File: config.mk
export PLATFORM = sky130hd
export DESIGN_NAME = seq_divider
export DESIGN_NICKNAME = d
export VERILOG_FILES = /design/src/rtl/div_pkg.sv /design/src/rtl/div_abs.sv /design/src/rtl/seq_divider.sv
export SDC_FILE = /design/constraint.sdc
export NUM_CORES = 1
export LEC_CHECK = 0
export CAP_MARGIN = 40
export CORE_ASPECT_RATIO = 0.7
export CORE_MARGIN = 2
export CORE_UTILIZATION = 48
export CTS_BUF_LIST = sky130_fd_sc_hd__clkbuf_4
export DETAILED_ROUTE_END_ITERATION = 6
export GPL_TIMING_DRIVEN = 1
export PLACE_DENSITY = 0.71
export SLEW_MARGIN = 20
export SYNTH_ARGS = -nofsm -noshare
export SYNTH_HDL_FRONTEND = slang
export SYNTH_SLANG_ARGS = --single-unit
File: constraint.sdc
create_clock -name clk -period 8.6 [get_ports clk]
set_input_delay 1.72 -clock clk [delete_from_list [all_inputs] [get_ports clk]]
set_output_delay 1.72 -clock clk [all_outputs]
set_load 0.005 [all_outputs]
File: src/rtl/div_pkg.sv
// Shared definitions for seq_divider: FSM state encoding and counter sizing.
package div_pkg;

    localparam int DIV_WIDTH = 32;

    typedef enum logic [1:0] {
        S_IDLE = 2'd0,
        S_RUN  = 2'd1,
        S_FIX  = 2'd2,
        S_DONE = 2'd3
    } state_t;

    function automatic int cnt_width(input int w);
        return $clog2(w);
    endfunction

    localparam int CNT_W = cnt_width(DIV_WIDTH);

endpackage

File: src/rtl/div_abs.sv
// Conditional two's-complement negate (neg ? -x : x); only built with SIGNED_DIV_EN.
`ifdef SIGNED_DIV_EN
module div_abs #(
    parameter int WIDTH = 32
) (
    input  logic [WIDTH-1:0] i_x,
    input  logic             i_neg,
    output logic [WIDTH-1:0] o_y
);

    localparam logic [WIDTH-1:0] ONE = {{(WIDTH-1){1'b0}}, 1'b1};

    assign o_y = i_neg ? (~i_x + ONE) : i_x;

endmodule
`endif

File: src/rtl/seq_divider.sv
// Restoring shift-subtract divider, one quotient bit per clock.
// Optional signed (truncating) division is enabled by defining SIGNED_DIV_EN.
module seq_divider
    import div_pkg::*;
#(
    parameter int WIDTH = DIV_WIDTH
) (
    input  logic             clk,
    input  logic             rst_n,
    input  logic             start,
    input  logic [WIDTH-1:0] dividend,
    input  logic [WIDTH-1:0] divisor,
`ifdef SIGNED_DIV_EN
    input  logic             is_signed,
`endif
    output logic             busy,
    output logic             done,
    output logic [WIDTH-1:0] quotient,
    output logic [WIDTH-1:0] remainder,
    output logic             div_by_zero,
    output logic [1:0]       o_state
);

    localparam int CW = cnt_width(WIDTH);
`ifdef SIGNED_DIV_EN
    localparam bit HAS_FIX = 1'b1;
`else
    localparam bit HAS_FIX = 1'b0;
`endif

    // Handshake: start is taken only in IDLE (busy=0, done=0); busy stays high
    // until the single-cycle done pulse, during which busy is already low.
    state_t            r_state;
    state_t            w_next_state;
    logic [CW-1:0]     r_count;
    logic [WIDTH-1:0]  r_q;
    logic [WIDTH-1:0]  r_r;
    logic [WIDTH-1:0]  r_dvs;
    logic [WIDTH-1:0]  r_dvd_raw;
    logic              r_dbz_op;
    logic [WIDTH-1:0]  r_quot;
    logic [WIDTH-1:0]  r_rem;
    logic              r_dbz_out;

    logic              w_accept;
    logic [WIDTH-1:0]  w_dvd_mag;
    logic [WIDTH-1:0]  w_dvs_mag;
    logic [WIDTH-1:0]  w_r_shift;
    logic [WIDTH:0]    w_diff;
    logic [WIDTH-1:0]  w_r_next;
    logic [WIDTH-1:0]  w_q_next;

    assign w_accept = (r_state == S_IDLE) && start;

`ifdef SIGNED_DIV_EN
    logic             r_neg_q;
    logic             r_neg_r;
    logic [WIDTH-1:0] w_q_fix;
    logic [WIDTH-1:0] w_r_fix;

    div_abs #(.WIDTH(WIDTH)) u_abs_dvd (
        .i_x(dividend), .i_neg(is_signed & dividend[WIDTH-1]), .o_y(w_dvd_mag));
    div_abs #(.WIDTH(WIDTH)) u_abs_dvs (
        .i_x(divisor), .i_neg(is_signed & divisor[WIDTH-1]), .o_y(w_dvs_mag));
    div_abs #(.WIDTH(WIDTH)) u_fix_q (
        .i_x(r_q), .i_neg(r_neg_q), .o_y(w_q_fix));
    div_abs #(.WIDTH(WIDTH)) u_fix_r (
        .i_x(r_r), .i_neg(r_neg_r), .o_y(w_r_fix));

    // Remainder takes the dividend's sign, giving truncating division.
    always_ff @(posedge clk or negedge rst_n) begin
        if (!rst_n) begin
            r_neg_q <= 1'b0;
            r_neg_r <= 1'b0;
        end else if (w_accept) begin
            r_neg_q <= is_signed & (dividend[WIDTH-1] ^ divisor[WIDTH-1]);
            r_neg_r <= is_signed & dividend[WIDTH-1];
        end
    end
`else
    assign w_dvd_mag = dividend;
    assign w_dvs_mag = divisor;
`endif

    assign w_r_shift = {r_r[WIDTH-2:0], r_q[WIDTH-1]};
    assign w_diff    = {1'b0, w_r_shift} - {1'b0, r_dvs};
    assign w_r_next  = w_diff[WIDTH] ? w_r_shift : w_diff[WIDTH-1:0];
    assign w_q_next  = {r_q[WIDTH-2:0], ~w_diff[WIDTH]};

    always_ff @(posedge clk or negedge rst_n) begin
        if (!rst_n) begin
            r_state <= S_IDLE;
        end else begin
            r_state <= w_next_state;
        end
    end

    always_comb begin
        w_next_state = r_state;
        case (r_state)
            S_IDLE: if (start) w_next_state = S_RUN;
            S_RUN: begin
                if (r_count == '0) begin
                    w_next_state = (r_dbz_op || !HAS_FIX) ? S_DONE : S_FIX;
                end
            end
            S_FIX:   w_next_state = S_DONE;
            S_DONE:  w_next_state = S_IDLE;
            default: w_next_state = S_IDLE;
        endcase
    end

    always_comb begin
        busy    = (r_state == S_RUN) || (r_state == S_FIX);
        done    = (r_state == S_DONE);
        o_state = r_state;
    end

    // A zero divisor runs a single RUN cycle with count preloaded to 0, so its
    // results land two edges after accept instead of WIDTH+1.
    always_ff @(posedge clk or negedge rst_n) begin
        if (!rst_n) begin
            r_count   <= '0;
            r_q       <= '0;
            r_r       <= '0;
            r_dvs     <= '0;
            r_dvd_raw <= '0;
            r_dbz_op  <= 1'b0;
            r_quot    <= '0;
            r_rem     <= '0;
            r_dbz_out <= 1'b0;
        end else if (w_accept) begin
            r_q       <= w_dvd_mag;
            r_r       <= '0;
            r_dvs     <= w_dvs_mag;
            r_dvd_raw <= dividend;
            r_dbz_op  <= (divisor == '0);
            r_count   <= (divisor == '0) ? '0 : CW'(WIDTH - 1);
            r_dbz_out <= 1'b0;
        end else if (r_state == S_RUN) begin
            r_q <= w_q_next;
            r_r <= w_r_next;
            if (r_count != '0) begin
                r_count <= r_count - CW'(1);
            end else if (r_dbz_op) begin
                r_quot    <= '1;
                r_rem     <= r_dvd_raw;
                r_dbz_out <= 1'b1;
            end else if (!HAS_FIX) begin
                r_quot <= w_q_next;
                r_rem  <= w_r_next;
            end
        end
`ifdef SIGNED_DIV_EN
        else if (r_state == S_FIX) begin
            r_quot <= w_q_fix;
            r_rem  <= w_r_fix;
        end
`endif
    end

    assign quotient    = r_quot;
    assign remainder   = r_rem;
    assign div_by_zero = r_dbz_out;

endmodule

# Yosys cells after proc, flatten, opt, wreduce, memory -nomap -nowiden
# Index checks and enable logic that the tools add are counted.
# Widths: inputs -> output; s select.
# word_totals
word_cells	52
out_inout_bits	69
ff_bits	200
in_bits	67
# op_classes
n_eq_ne	6
addsub	2
bitwise	3
muxes	18
n_reduce_logical	13
# op_table
cell	count
$mux 32	5
$mux 31	2
$sub 32x32->33	1
$logic_not 32->1	1
$mux 5	4
$pmux 2 s4	1
$ne 2x2->1 const B	3
$reduce_and 3->1	2
$reduce_bool 2->1	3
$logic_not 5->1	1
$reduce_bool 5->1	1
$sub 5x1->5 const B	1
$eq 2x2->1 const B	2
$mux 1	4
$mux 2	2
$reduce_and 2->1	2
$not 1->1	3
$eq 2x1->1 const B	1
$logic_not 2->1	1
$logic_and 1x1->1	1
$logic_or 1x1->1	1

# Depth between registers and ports, before layout
# depth
ltp_word	4
mapped_depth	13
mapped_depth_nobuf	11

# Worst setup path after synthesis
# Ideal clock, no wire load.
# synth_timing
path_type	register -> register
start	reg r_r[1]
end	reg r_rem[21], in the netlist remainder[21]
arrival_ns	2.810
setup_slack_ns	5.707
setup_ns	0.083
t_required_ns	8.517
path_buffers	1
synth_period_minus_slack_ns	2.893
stages_incl_launch_ff	11
path_cell_list	dfrtp_1 > ha_1 > nor2b_1 > o2111ai_1 > a31oi_1 > or4b_4 > a41oi_4 > o21a_4 > buf_6 > mux2_2 > o21ai_0
# synth_between
elab_chain_len	3
# synth_rtl
element	line	text
start, declared	seq_divider.sv:37	logic [WIDTH-1:0] r_r;
start signal, assigned	seq_divider.sv:142	r_r <= w_r_next;
$sub 32x32->33	seq_divider.sv:86	assign w_diff = {1'b0, w_r_shift} - {1'b0, r_dvs};
$mux 32	seq_divider.sv:87	assign w_r_next = w_diff[WIDTH] ? w_r_shift : w_diff[WIDTH-1:0];
$mux 32	seq_divider.sv:145	end else if (r_dbz_op) begin
end signal, assigned	seq_divider.sv:147	r_rem <= r_dvd_raw;
end signal, assigned	seq_divider.sv:151	r_rem <= w_r_next;
end, declared	seq_divider.sv:42	logic [WIDTH-1:0] r_rem;
# No other way between the ends.
# A chain may end at the register's enable or synchronous reset.

# Final worst setup path
# layout_timing
start	in start
end	reg r_rem[9], in the netlist remainder[9]
# layout_between
elab_chain_len	3
# layout_rtl
element	line	text
start, declared	seq_divider.sv:10	input logic start,
$logic_and 1x1->1	seq_divider.sv:53	assign w_accept = (r_state == S_IDLE) && start;
$not 1->1 (no source line)	--	
$reduce_and 3->1 (no source line)	--	
# No other way between the ends.

==> impl_metrics.sql <==
INSERT INTO impl_metrics (metric_group, metric, value, unit) VALUES
('timing', 'timing.slew.headroom', '50.93', '%'),
('timing', 'fmax', '0.2481', 'GHz'),
('clocking', 'cts_max_path_buffers', '2', ''),
('timing', 'timing_worst_slew_pin_value', '736.1', 'ps'),
('power_and_ir_drop', 'power.static_leakage', '5.790', 'nW'),
('logic_synthesis', 'synth.lib_cells_used.distinct', '66', ''),
('drt', 'via_count', '8879', ''),
('finish', 'final_cell_area', '0.01243', 'mm²'),
('timing', 'finalHoldViolations', '0', ''),
('logic_synthesis', 'synth_enable_flop_cells', '0', ''),
('critical_path', 'setup.worst_path.class', 'in -> reg', ''),
('clocking', 'post_cts_hold_buffer_count', '0', ''),
('critical_path', 'cp_data_arrival_time', '4600', 'ps'),
('drt', 'wl', '27700', 'µm'),
('floorplanning', 'initial_core_util', '48.79', '%'),
('finish', 'finalNetCount', '1373', ''),
('drt', 'viasPerCell', '5.684', ''),
('critical_path', 'cp-end-kind', 'flop', ''),
('global_routing', 'grt-ovfl-total', '0', ''),
('place', 'dpl_worst_slack', '3957', 'ps'),
('drt', 'drt_pre_antenna_iters', '5', ''),
('critical_path', 'register_to_register_setup_slack', '4720', 'ps'),
('logic_synthesis', 'synth_top_flop_cell', 'sky130_fd_sc_hd__dfrtp_1', ''),
('logic_synthesis', 'syn-instance-count', '1172', ''),
('power_and_ir_drop', 'power_per_cell_area', '420.1', 'mW/mm²'),
('place', 'post-dp-hpwl', '20200', 'µm'),
('timing', 'tns', '0', 'ps'),
('logic_synthesis', 'syn_area_per_cell', '9.001', 'µm²'),
('global_routing', 'largest_net_degree_at_the_start_of_global_routing', '90', ''),
('global_routing', 'grt_antenna_before_repair', '2', ''),
('clocking', 'cts_tree', 'yes', ''),
('drt', 'ant_nets', '0', ''),
('timing', 'slew_violations', '0', ''),
('run_status', 'status', 'completed', ''),
('place', 'portBuffers', '135', ''),
('critical_path', 'cp_data_required_time', '9170', 'ps'),
('clocking', 'htree_num_levels', '4', ''),
('logic_synthesis', 'yosys_register_bits', '200', ''),
('floorplanning', 'fp.dieW', '181.2', 'µm'),
('critical_path', 'critical_path.reg2reg.endpoint', 'r_r[8]', ''),
('logic_synthesis', 'netlist_area', '0.01055', 'mm²'),
('floorplanning', 'pin_count', '136', ''),
('critical_path', 'r2r_cells', '12', ''),
('critical_path', 'critical_path_peak_fanout', '40', ''),
('global_routing', 'grt_usage', '24.80', '%'),
('clocking', 'cts_repair_resize_count', '0', ''),
('logic_synthesis', 'sequential_element_share_of_the_synthesized_area', '47.44', '%'),
('finish', 'drive_gt1_share', '5.082', '%'),
('clocking', 'numCtsBuffers', '17', ''),
('global_routing', 'grt_pass1_wl', '45700', 'µm'),
('timing', 'finalWorstPathRequiredPeriod', '4031', 'ps'),
('power_and_ir_drop', 'vdd.ir_drop.worst', '321.5', 'µV'),
('logic_synthesis', 'synth.largest_area_cell', 'sky130_fd_sc_hd__dfrtp_1', ''),
('finish', 'layout.cells.non_filler', '1562', ''),
('place', 'dp.cells', '1529', ''),
('clocking', 'cts_post_setup_buffers_inserted', '0', ''),
('min_path', 'whs_path_depth', '2', ''),
('clocking', 'clk_pin_slew', '160', 'ps'),
('place', 'dpl-instance-area', '0.01213', 'mm²'),
('logic_synthesis', 'ys_async_sr_fraction', '100.0', '%'),
('drt', 'drt_first_iter_violations', '900', ''),
('drt', 'drcViolationCount', '0', ''),
('power_and_ir_drop', 'p_total', '5.224', 'mW'),
('timing', 'grt_setup_unrepaired', 'false', ''),
('timing', 'timing.final.crit_share', '46.88', '%'),
('timing', 'setup_slack', '4569', 'ps'),
('timing', 'setup_viol_count_final', '0', ''),
('place', 'place.gp.congestion', '0.8937', ''),
('min_path', 'timing.hold.worst_endpoint', 'quotient[8]', ''),
('clocking', 'insertion_delay', '610', 'ps'),
('logic_synthesis', 'total_of_warnings_raised_by_yosys', '0', '');
==> routing by layer <==
metal  share of wire [%]  up-vias  track usage [%]
met1                  49     4315            37.21
met5               0.040        -                0
met4                0.87        2            5.691
li1                    -     4296                -
met2                  44      245            37.75
met3                 5.3       21            4.148
==> logic make-up after synthesis <==
family / after synthesis / share of synthesized area (%)
simple gates: 378 / 15.82
xor+xnor: 19 / 1.578
mux: 56 / 5.361
fa+ha+maj: 40 / 4.816
flops: 200 / 47.44
compound gates: 355 / 20.27
buf+inv: 124 / 4.709
==> state kept, by name, summed over array words and instances (netlist names), 2 cells and up <==
name and cells:
r_dvs 32, r_r 31, o_state 2, r_count 5
r_dvd_raw 32, quotient 32, r_q 32, remainder 32
==> worst max path at each step <==
stage / startpoint / to / slack, ps / depth (start not counted)
after floorplan: r_r[1] / remainder[21] / 5710 / 10
after global placement: start / remainder[3] / 3590 / 6
after detailed placement: start / remainder[30] / 3960 / 6
after CTS: start / remainder[27] / 4660 / 6
after global routing: start / remainder[27] / 4320 / 6
final: start / remainder[9] / 4570 / 6
==> worst max-delay path: stages <==
cell	delay, ps
sky130_fd_sc_hd__clkdlybuf4s50_1	460
sky130_fd_sc_hd__nand2_2	400
sky130_fd_sc_hd__buf_4	460
sky130_fd_sc_hd__nand3_2	580
sky130_fd_sc_hd__nor2_1	710
sky130_fd_sc_hd__a221o_1	250
==> area by class of cell <==
type,count,area (µm²),share of cell area (%)
well taps,282,352.8,2.838
diodes,1,2.502,0.02012
clock inverters,15,175.2,1.409
inverters,52,195.2,1.570
multi-input cells,848,5077,40.83
clock buffers,17,127.6,1.026
flip-flops and latches,200,5006,40.26
repair buffers,147,1498,12.04
==> synth_stat cells, types with 14 or more instances <==
cell                       instances
sky130_fd_sc_hd__clkbuf_1         59
sky130_fd_sc_hd__a21oi_1          83
sky130_fd_sc_hd__nor2_1           40
sky130_fd_sc_hd__o21ai_0         151
sky130_fd_sc_hd__a21o_1           15
sky130_fd_sc_hd__dfrtp_1         200
sky130_fd_sc_hd__and3_1           31
sky130_fd_sc_hd__nand2_1         238
sky130_fd_sc_hd__inv_1            51
sky130_fd_sc_hd__mux2i_1          52
sky130_fd_sc_hd__ha_1             39
sky130_fd_sc_hd__o211ai_1         15
sky130_fd_sc_hd__o21a_1           14
==> per-stage QoR <==
stage | utilization [%] | hold WS [ps]
final | 57.51 | 488.6
after detailed placement | 56.10 | 457.5
after CTS | 57.50 | 493.0
after global routing | 57.51 | 515.9
after global placement | 55.75 | 455.2
after floorplan | - | 438.1
==> placed cells by master (no fill, tap or decap), types with 5 or more instances in the layout <==
cell type and instances:
sky130_fd_sc_hd__nand2_1 237, sky130_fd_sc_hd__dfrtp_1 199, sky130_fd_sc_hd__o21ai_0 151, sky130_fd_sc_hd__clkdlybuf4s50_1 134
sky130_fd_sc_hd__a21oi_1 83, sky130_fd_sc_hd__mux2i_1 52, sky130_fd_sc_hd__inv_1 51, sky130_fd_sc_hd__nor2_1 40
sky130_fd_sc_hd__ha_1 38, sky130_fd_sc_hd__and3_1 30, sky130_fd_sc_hd__clkbuf_4 17, sky130_fd_sc_hd__a21o_1 15
sky130_fd_sc_hd__o211ai_1 15, sky130_fd_sc_hd__o21a_1 14, sky130_fd_sc_hd__a31oi_1 12, sky130_fd_sc_hd__nor3_1 12
sky130_fd_sc_hd__xnor2_1 12, sky130_fd_sc_hd__o31ai_1 11, sky130_fd_sc_hd__nor4_1 11, sky130_fd_sc_hd__nand4_1 10
sky130_fd_sc_hd__buf_4 9, sky130_fd_sc_hd__o21ai_1 8, sky130_fd_sc_hd__nand3_1 8, sky130_fd_sc_hd__xor2_1 7
sky130_fd_sc_hd__o21bai_1 6, sky130_fd_sc_hd__or3_1 5, sky130_fd_sc_hd__a221o_1 5
==> where the power goes <==
group	internal [mW]	switching (mW)	total [mW]
Combinational	1.28	1.85	3.13
Sequential	1.30	0.253	1.55
Clock	0.205	0.339	0.543
Total	2.78	2.44	5.22
(Power assumes the default switching activity.)
